<file path="src/rtl/enc_scan_ctrl.sv">
// rtl/enc_scan_ctrl.sv - round-robin debounce/quadrature scan engine for NUM_CH rotary encoders
module enc_scan_ctrl #(
   parameter int NUM_CH      = 3,
   parameter int WIDTH       = 8,
   parameter int SLOT_CYCLES = 16,
   parameter int STEP        = 1,
   parameter int RESET_LEVEL = 0
) (
   input  logic                    clk,
   input  logic                    rst_n,
   input  logic                    ena,
   input  logic [NUM_CH-1:0]       enc_a,
   input  logic [NUM_CH-1:0]       enc_b,
   output logic [NUM_CH*WIDTH-1:0] level,
   output logic [NUM_CH-1:0]       level_upd,
   output logic [NUM_CH-1:0]       enc_err,
   output logic [1:0]              scan_ch
);

   localparam int             PW     = $clog2(SLOT_CYCLES);
   localparam logic [WIDTH:0] MAX_L  = {1'b0, {WIDTH{1'b1}}};
   localparam logic [WIDTH:0] STEP_W = (WIDTH+1)'(STEP);

   logic [NUM_CH-1:0] r_a_s1, r_a_s2, r_b_s1, r_b_s2;
   logic [PW-1:0]     r_presc;
   logic [1:0]        r_scan_ch;
   logic [1:0]        r_prev [NUM_CH];
   logic [1:0]        r_hist [NUM_CH];
   logic [NUM_CH-1:0] r_init;
   logic [WIDTH-1:0]  r_level [NUM_CH];
   logic [NUM_CH-1:0] r_upd, r_err;

   logic              w_tick;
   logic [1:0]        w_s, w_prev, w_hist;
   logic              w_init;
   logic [WIDTH-1:0]  w_lvl, w_new_lvl;
   logic [WIDTH:0]    w_sum;
   logic              w_do_init, w_do_hist, w_stable_new;
   logic              w_cw, w_ccw, w_illegal, w_inc, w_dec;

   // Next state in the clockwise order 00 -> 10 -> 11 -> 01 -> 00.
   function automatic logic [1:0] f_cw(input logic [1:0] x);
      case (x)
         2'b00:   return 2'b10;
         2'b10:   return 2'b11;
         2'b11:   return 2'b01;
         default: return 2'b00;
      endcase
   endfunction

   assign w_tick = ena && (r_presc == PW'(SLOT_CYCLES-1));

   always_comb begin
      w_s    = 2'b00;
      w_prev = 2'b00;
      w_hist = 2'b00;
      w_init = 1'b0;
      w_lvl  = '0;
      for (int c = 0; c < NUM_CH; c++) begin
         if (r_scan_ch == 2'(c)) begin
            w_s    = {r_a_s2[c], r_b_s2[c]};
            w_prev = r_prev[c];
            w_hist = r_hist[c];
            w_init = r_init[c];
            w_lvl  = r_level[c];
         end
      end
   end

   always_comb begin
      w_do_init    = !w_init;
      w_do_hist    = w_init && (w_s != w_hist);
      w_stable_new = w_init && (w_s == w_hist) && (w_s != w_prev);
      w_cw         = (f_cw(w_prev) == w_s);
      w_ccw        = (f_cw(w_s) == w_prev);
      w_illegal    = w_stable_new && !w_cw && !w_ccw;
      w_inc        = w_stable_new && w_cw  && (w_s == 2'b00);
      w_dec        = w_stable_new && w_ccw && (w_s == 2'b00);
      w_sum        = {1'b0, w_lvl} + STEP_W;
      w_new_lvl    = w_lvl;
      if (w_inc) begin
         w_new_lvl = (w_sum > MAX_L) ? {WIDTH{1'b1}} : w_sum[WIDTH-1:0];
      end else if (w_dec) begin
         w_new_lvl = ({1'b0, w_lvl} < STEP_W) ? '0 : (w_lvl - STEP_W[WIDTH-1:0]);
      end
   end

   always_ff @(posedge clk or negedge rst_n) begin
      if (!rst_n) begin
         r_a_s1    <= '0;
         r_a_s2    <= '0;
         r_b_s1    <= '0;
         r_b_s2    <= '0;
         r_presc   <= '0;
         r_scan_ch <= 2'b00;
         r_init    <= '0;
         r_upd     <= '0;
         r_err     <= '0;
         for (int c = 0; c < NUM_CH; c++) begin
            r_prev[c]  <= 2'b00;
            r_hist[c]  <= 2'b00;
            r_level[c] <= WIDTH'(RESET_LEVEL);
         end
      end else begin
         // Synchronisers keep running while disabled so resume sees fresh inputs.
         r_a_s1 <= enc_a;
         r_a_s2 <= r_a_s1;
         r_b_s1 <= enc_b;
         r_b_s2 <= r_b_s1;
         r_upd  <= '0;
         r_err  <= '0;
         if (w_tick) begin
            r_presc   <= '0;
            r_scan_ch <= (r_scan_ch == 2'(NUM_CH-1)) ? 2'b00 : r_scan_ch + 2'b01;
            for (int c = 0; c < NUM_CH; c++) begin
               if (r_scan_ch == 2'(c)) begin
                  if (w_do_init) begin
                     r_prev[c] <= w_s;
                     r_hist[c] <= w_s;
                     r_init[c] <= 1'b1;
                  end
                  if (w_do_hist) begin
                     r_hist[c] <= w_s;
                  end
                  if (w_stable_new) begin
                     r_prev[c] <= w_s;
                  end
                  r_err[c] <= w_illegal;
                  if (w_new_lvl != w_lvl) begin
                     r_level[c] <= w_new_lvl;
                     r_upd[c]   <= 1'b1;
                  end
               end
            end
         end else if (ena) begin
            r_presc <= r_presc + 1'b1;
         end
      end
   end

   for (genvar g = 0; g < NUM_CH; g++) begin : g_level
      assign level[g*WIDTH +: WIDTH] = r_level[g];
   end

   assign level_upd = r_upd;
   assign enc_err   = r_err;
   assign scan_ch   = r_scan_ch;

endmodule
</file>
<file path="config.mk">
export PLATFORM = sky130hd
export DESIGN_NAME = enc_scan_ctrl
export DESIGN_NICKNAME = d
export VERILOG_FILES = /design/src/rtl/enc_scan_ctrl.sv
export SDC_FILE = /design/constraint.sdc
export NUM_CORES = 1
export LEC_CHECK = 0
export CAP_MARGIN = 5
export CORE_MARGIN = 1
export CORE_UTILIZATION = 56
export DETAILED_ROUTE_END_ITERATION = 12
export PLACE_DENSITY_LB_ADDON = 0.08
export SYNTH_ARGS = -nofsm -noshare
export SYNTH_HDL_FRONTEND = slang
export SYNTH_SLANG_ARGS = --single-unit
</file>
<file path="constraint.sdc">
create_clock -name clk -period 3.86 [get_ports clk]
set_input_delay 0.772 -clock clk [delete_from_list [all_inputs] [get_ports clk]]
set_output_delay 0.772 -clock clk [all_outputs]
set_load 0.02 [all_outputs]
</file>
# After elaboration in Yosys (flattened, before gate mapping)
# Index checks and enable logic that the tools add are counted.
# classes
n_lt_le_gt_ge	2
reduce_logical	28
n_bitwise	1
eq_ne	15
n_addsub	4
muxes	36
# ops
operator	n
8-bit two-way mux	7
3-bit AND reduction	12
2-bit two-way mux	13
2-bit one-hot mux with 3 select lines	2
2-bit equality test, second input constant	5
1-bit logical AND	10
1-bit two-way mux	10
8-bit by 1-bit adder with 9-bit output, second input constant	1
9-bit by 8-bit > comparator with 1-bit output, second input constant	1
8-bit by 1-bit less-than comparator with 1-bit output, second input constant	1
4-bit two-way mux	2
8-bit != test	1
8-bit by 1-bit subtractor with 8-bit output, second input constant	1
2-bit equality test	3
2-bit logical NOT	3
3-bit two-way mux	2
4-bit by 1-bit adder with 4-bit output, second input constant	1
4-bit equality test, second input constant	1
2-bit by 1-bit != test with 1-bit output, second input constant	2
2-bit != test	2
2-bit by 1-bit adder with 2-bit output, second input constant	1
2-bit by 1-bit equality test with 1-bit output, second input constant	1
1-bit logical NOT	2
2-bit nonzero test	1
1-bit inverter	1
# word_totals
out_inout_bits	32
ff_bits	63
input_bits	9
elab_cells	106

# Logic depth before layout (Yosys ltp)
# depth
ltp_word	15
depth_mapped	15
depth_no_buf	10

# Worst setup path before layout
# No wires, ideal clock.
# synth_path
path_type	reg-to-reg
from	reg r_scan_ch[0], in the netlist scan_ch[0]
to	reg r_level (netlist bit level[0])
synth_period_minus_slack_ps	3373
setup_slack_ps	487
path_buffers	3
t_arrival_ps	3248
setup_time_ps	125
path_stages_with_launch	14
required_time_ps	3735
path_cell_list	dfrtp_1 > buf_6 > buf_6 > mux2i_1 > o2bb2ai_2 > inv_1 > ha_1 > o211a_1 > a41oi_1 > o221ai_1 > a2111oi_4 > or2_1 > buf_6 > mux2_4
# synth_between
elab_chain_len	13
word_cells_on_any_way	46
classes_between	add/sub (2); order compare (2); eq/ne (11); mux (21); reduce/logical (10)
# synth_rtl
item	line	rtl
start: declaration	26	logic [1:0] r_scan_ch;
start signal: assignment	114	r_scan_ch <= (r_scan_ch == 2'(NUM_CH-1)) ? 2'b00 : r_scan_ch + 2'b01;
parallel branches: the longest is 13 deep, another holds 8-bit by 1-bit adder with 9-bit output	-	
end signal: indexed assignment	102	r_level[c] <= WIDTH'(RESET_LEVEL);
end signal: indexed assignment	130	r_level[c] <= w_new_lvl;
end: declaration	30	logic [WIDTH-1:0] r_level [NUM_CH];
# Several ways; the timed one is not identified.
# A chain may end at the register's enable or synchronous reset.

# Worst setup path after layout
# layout_path
from	reg r_scan_ch[0], in the netlist scan_ch[0]
to	reg r_level (netlist bit level[2])
# Same word-level chain as after synthesis.

==> summary.md <==
| Metric | Value |
|---|---|
| Status | `complete, no violations` |
| Worst Setup EP | `level[2]` |
| CP endpoint kind | `flop` |
| Iteration-0 DRC Markers | `155` |
| Most used cell, CP | `buf_4` |
| Crit path arrival time | `3.75 ns` |
| Starting Density | `0.597` |
| Final Hold Viols | `0` |
| Root Buffer | `clkbuf_8` |
| Worst hold path class | `flop to flop` |
| Top FF cell, synth | `dfrtp_1` |
| Setup TNS | `0 ns` |
| Slowest stage delay, CP | `0.60 ns` |
| Clk slew on worst S/H paths | `0.08 ns` |
| Post-CTS setup buffers | `0` |
| CTS Buffer Depth | `2` |
| Largest net degree at the start of global routing | `35` |
| # port buffers | `40` |
| Critical path startpoint | `scan_ch[0]` |
| R2R depth | `10` |
| Worst Skew | `0.0118 ns` |
| Clock power frac | `0.276` |
| # rows | `27` |
| Number of flops mapped to enable cells by yosys | `0` |
| P per Cell Area | `479 nW/µm²` |
| Sequential group share of total power | `0.409` |
| Via count | `2376` |
| Fraction of registers with async set/reset | `1.00` |
| ANT nets after route | `0` |
| Max VDD drop | `0.342 mV` |
| Cell Count, Final, Fillers Out | `401` |
| Minimum clock period | `3.52 ns` |
| Final WL | `6700 µm` |
| Area Overhead vs Synth | `18.5%` |
| Sw frac | `0.359` |
| Post-layout util | `0.708` |
| Mean Syn Cell Area | `12.2 µm²` |
| First-pass GRT wire length | `11200 µm` |
| R2R Setup Slk | `0.34 ns` |
| Slew @ Worst Pin | `0.770 ns` |
| RePlAce Congestion | `0.962` |
| Period utilization | `0.911` |
| Synth Register Bits | `63` |
| Mean number of vias per cell | `5.93` |
| Syn nets | `290` |
| Reg-to-Reg End | `level[2]` |
| Maxcap violations | `0` |
| Register area share after synthesis | `0.468` |
| Startpoint types | `flop` |
| Worst skew pair latency | `0.35 ns` |
| CTS Buf Count | `9` |
| Final setup viols | `0` |
| Post_cts resized | `0` |
| Crit path kind | `flop to flop` |
| Cts hold-fix bufs | `0` |
| Vias in the first global route | `2293` |
| # DRC | `0` |
| Max Clk Rate | `284 MHz` |
| Die Height | `79.6 µm` |
| Placeable Area | `5640 µm²` |
| Die area | `6330 µm²` |
| Internal power | `0.00122 W` |
| Number of top-level pins | `41` |
| # nets final | `337` |
| RSZ-0062 raised after global routing | `no` |
| Combinational share of power | `0.315` |
| Hold_sp | `r_a_s1[2]` |
| Post-synthesis cell count | `277` |
| CP Max Fanout | `22` |
| Required @ worst endpoint | `4.09 ns` |
| Netlist cell types | `61` |
| # clock sinks | `63` |
| CTS tree | `done` |
| Synthesized area | `3370 µm²` |
| Leak | `1.76 nW` |
| CTS H-Tree Depth | `3` |
| Initial antenna violation count | `0` |
| Crit-path slowest cell | `or4_4` |
| RR Startpoint | `scan_ch[0]` |
| Width of the die | `79.6 µm` |
| WL/cell | `16.7 µm` |
| YS warnings | `0` |
| Diode count | `0` |
| TritonRoute pass-1 iters | `4` |
| Grt total ovfl | `0` |
| Ratio of cells with drive above 1 in the final layout | `0.240` |
| Sw Pwr | `0.000687 W` |
| Slew Limit Headroom | `0.486` |
| Pins Over Slew Limit | `0` |
| Tot GR Track Use | `0.238` |
| Crit-path cells | `buf_4, mux2i_1, o2bb2ai_4, or4_4, a2111oi_0, a21boi_2, a2111oi_4, or2_1, buf_4, mux2_4` |
| Detail Placement HPWL | `4500 µm` |
| Placed instance count | `385` |
## worst max-delay path, delay by kind of cell (launching register included)
family / cells / cell delay, ns
AO/OA/AOI/OAI: 4 / 1.00
buffers and inverters: 2 / 0.53
flip-flops: 1 / 0.35
multiplexers: 2 / 0.65
AND/OR/NAND/NOR: 2 / 0.84
## routing by layer
layer	wire (µm)	track usage
met1	3320	0.343
met2	2910	0.346
met3	325	0.0469
met4	133	0.102
met5	0	0
## cells in the mapped netlist (3+ instances only)
master,instances,share of area
o211ai_1,3,0.0067
and4_1,3,0.0078
nor3_1,7,0.010
o21ai_0,8,0.012
nand4_1,7,0.013
ha_1,4,0.015
mux2_4,8,0.036
nand2_1,15,0.017
and3_1,3,0.0056
mux2_2,23,0.077
o21a_1,3,0.0067
mux2_1,6,0.020
xor2_1,3,0.0078
mux2i_1,15,0.045
nand3_1,9,0.013
buf_6,7,0.023
a21oi_1,4,0.0059
inv_1,5,0.0056
dfrtp_1,63,0.47
xnor2_1,3,0.0078
nor2_1,18,0.020
o2bb2ai_2,7,0.031
and2_1,3,0.0056
## logic make-up (layout without fill, tap and decap cells)
kind of cell / after synthesis / in the layout / share of synthesized area
adder cells (fa/ha/maj): 4 / 4 / 0.0149
flip-flops: 63 / 63 / 0.468
multiplexers: 52 / 52 / 0.177
XOR/XNOR: 6 / 6 / 0.0156
AND/OR/NAND/NOR: 85 / 85 / 0.144
AO/OA/AOI/OAI: 50 / 50 / 0.144
buffers and inverters: 17 / 69 / 0.0364
## metrics by stage
step / setup slack [ns] / hold slack, ns / total power (W) / area [µm²]
global route: 0.232 / 0.362 / 0.00202 / 3990
floorplan: 0.487 / 0.331 / 0.00128 / 3370
global placement: 0.517 / 0.331 / 0.00138 / 3810
finish: 0.345 / 0.350 / 0.00191 / 3990
detailed placement: 0.520 / 0.335 / 0.00139 / 3810
CTS: 0.432 / 0.352 / 0.00192 / 3990
## power by group through the flow
stage                     registers, W  clock network (W)  logic [W]
after detailed placement      0.000794                  0   0.000600
after floorplan               0.000802                  0   0.000480
after global routing          0.000793           0.000564   0.000659
after global placement        0.000790                  0   0.000586
after CTS                     0.000782           0.000533   0.000604
final                         0.000781           0.000528   0.000601
## worst min-delay path by stage
| stage | cells past startpoint | to | slack [ns] |
|---|---|---|---|
| floorplan | 0 | r_a_s2[0] | 0.33 |
| global placement | 0 | r_a_s2[2] | 0.33 |
| detailed placement | 0 | r_b_s2[0] | 0.33 |
| CTS | 0 | r_b_s2[0] | 0.35 |
| global route | 0 | r_a_s2[2] | 0.36 |
| finish | 0 | r_a_s2[2] | 0.35 |
## cells in the final DEF (no fill, tap or decap), types with 2 or more instances in the layout
| cell type | instances |
|---|---|
| nand3_1 | 9 |
| xor2_1 | 3 |
| dfrtp_1 | 63 |
| a31oi_1 | 2 |
| a21oi_1 | 4 |
| buf_4 | 8 |
| mux2_2 | 23 |
| and3_1 | 3 |
| nor2_1 | 18 |
| mux2_1 | 6 |
| mux2i_1 | 15 |
| a2bb2oi_2 | 2 |
| nand2_1 | 15 |
| or3_1 | 2 |
| o21ai_0 | 8 |
| clkbuf_8 | 10 |
| clkinvlp_4 | 3 |
| and2_1 | 3 |
| nor2b_1 | 2 |
| o2bb2ai_4 | 2 |
| or2_1 | 2 |
| clkdlybuf4s50_1 | 39 |
| o21bai_1 | 2 |
| o211ai_1 | 3 |
| nor3_1 | 7 |
| nor4_1 | 2 |
| and4_1 | 3 |
| mux2_4 | 8 |
| o2bb2ai_2 | 7 |
| o21a_1 | 3 |
| nor2_4 | 2 |
| ha_1 | 4 |
| nand4_1 | 7 |
| xnor2_1 | 3 |
| nand3b_1 | 2 |
| inv_1 | 5 |
## cell type report
| class | count | area, µm² |
|---|---|---|
| clock buffers | 10 | 138 |
| clock inverters | 6 | 45.0 |
| fillers | 410 | 1650 |
| inverters | 5 | 18.8 |
| multi-input cells | 197 | 1670 |
| flip-flops and latches | 63 | 1580 |
| well taps | 72 | 90.1 |
| repair buffers | 48 | 455 |
## state kept, by name, indices dropped and copies added, names as in the netlist
signal	flops
level	24
r_init	3
r_a_s2	3
enc_err	3
scan_ch	2
r_presc	4
r_b_s2	3
r_prev	6
r_a_s1	3
r_b_s1	3
level_upd	3
r_hist	6
No activity file was read; power rests on OpenSTA's default activity.
==> variant: new RTL, same flow settings <==
Change the parameter `NUM_CH` from 3 to 6.
--- a/src/rtl/enc_scan_ctrl.sv
+++ b/src/rtl/enc_scan_ctrl.sv
@@ -1,5 +1,5 @@
 // rtl/enc_scan_ctrl.sv - round-robin debounce/quadrature scan engine for NUM_CH rotary encoders
 module enc_scan_ctrl #(
-   parameter int NUM_CH      = 3,
+   parameter int NUM_CH      = 6,
    parameter int WIDTH       = 8,
    parameter int SLOT_CYCLES = 16,
Interface: changed (5 resized); port bits go from 41 to 77. No check against the original RTL was run, so the function may have changed too.
==> variant against the original RTL <==
  * Sequential share of layout area increased by 0.86 points
  * Final area is 27% higher
  * Critical path depth down 1
  * Sequential power up 27%
  * First-iteration DRC count increased by 16%
  * Non-clock buffer count grew 42
  * Fmax increased by 0.59%
  * Total power increased by 13%
  * Setup slack better by 0.021 ns
  * Routed wire length grew 37%
  * Area after synthesis increased by 25%
  * Core utilization decreased by 0.65 points
  * Sequential cell count is 19 higher
  * Worst hold slack is essentially flat
==> variant: results <==
export IMPL_postPlaceCellArea_sq_um=4880
export IMPL_fill_cells=567
export IMPL_wl_met2_mm=4.85
export IMPL_clockBufferDepth=2
export IMPL_dp_cells=518
export IMPL_multi_input_gates=238
export IMPL_drt_iter0_drc=180
export IMPL_ys_top_cells_by_area="dfrtp_1 (49%), mux4_2 (8.1%), mux2_2 (4.8%)"
export IMPL_cp_max_fo=15
export IMPL_finalCritPeriodShare_pct=90.5
export IMPL_synth_area_mux_share_pct=13.4
export IMPL_ys_types=51
export IMPL_clk_share_pct=3.98
export IMPL_layout_drive_gt1_share_pct=18.2
export IMPL_grt_max_degree=83
export IMPL_yosysSeqAreaShare_pct=48.9
export IMPL_signal_buffer_area_fraction_pct=16.8
export IMPL_reg2reg_from="scan_ch[1]"
export IMPL_r2r_cells=9
export IMPL_power_leakage_nw=2.11
export IMPL_nClkBuffers=12
export IMPL_grt_pass1_vias=2935
export IMPL_startpoint="scan_ch[1]"
export IMPL_slowest_delay_ns=0.92
export IMPL_synth_xor_area_share_pct=2.09
export IMPL_use_met2_pct=46.2
export IMPL_wl_met3_um=373
export IMPL_multi_input_area_share_pct=35.8
export IMPL_n_all_buffers=90
export IMPL_ys_ff_latch=82
export IMPL_slowest_stage="o31ai_2"
export IMPL_grtUsageMet3_pct=4.01
export IMPL_ir_worst_vdd_mv=0.402
export IMPL_synth_compound_area_share_pct=12.9
export IMPL_yosys_top_cells_count="dfrtp_1 (82), nand2_1 (42), buf_4 (23)"
export IMPL_syn_nets=387
export IMPL_whs_path_depth=0
export IMPL_worst_clock_skew_ns=0.00921
export IMPL_yosys_warnings=0
export IMPL_clock_fmax_mhz=286
export IMPL_wl_met1_mm=3.80
export IMPL_worstPathArrival_ns=3.69
export IMPL_gp_congestion=0.938
export IMPL_avgSynthCellArea_sq_um=11.4
export IMPL_rrSetupSlack_ns=0.37
export IMPL_gr_usage_met1_pct=31.1
export IMPL_nNonClkInverters=9
export IMPL_status="finished, final reports clean"
export IMPL_io_buffers=72
export IMPL_place_hpwl_mm=6.73
export IMPL_grt_pass1_wl_mm=14.8
export IMPL_fin_cells=533
export IMPL_synthAdderAreaFrac_pct=1.19
export IMPL_worstSetupEndpoint="level[32]"
export IMPL_regArea_sq_um=2050
export IMPL_multi_input_area_sq_um=1820
export IMPL_wl_per_cell_um=17.2
export IMPL_grt_util_all_layers_pct=25.7
export IMPL_place_ws_ns=0.347
export IMPL_largest_register_ff_count=32
## variant: power by group
| group | leakage, nW | switching [mW] | internal [mW] |
|---|---|---|---|
| combinational | 0.914 | 0.288 | 0.239 |
| sequential | 1.09 | 0.0562 | 0.939 |
| clock | 0.103 | 0.300 | 0.335 |
| total | 2.11 | 0.645 | 1.51 |
## variant: worst min-delay path by stage
stage	from	end	slack, ns
after global placement	r_b_s1[3]	r_b_s2[3]	0.33
final	r_a_s1[3]	r_a_s2[3]	0.35
after CTS	r_b_s1[5]	r_b_s2[5]	0.35
after floorplan	r_a_s1[2]	r_a_s2[2]	0.33
after global routing	r_a_s1[3]	r_a_s2[3]	0.36
after detailed placement	r_b_s1[5]	r_b_s2[5]	0.33
## variant: worst max-delay path, delay by kind of cell (launching register included)
kind,cells,cell delay [ns]
adder cells (fa/ha/maj),1,0.14
multiplexers,1,0.61
buffers and inverters,2,0.19
AND/OR/NAND/NOR,2,0.52
flip-flops,1,0.52
AO/OA/AOI/OAI,3,1.33
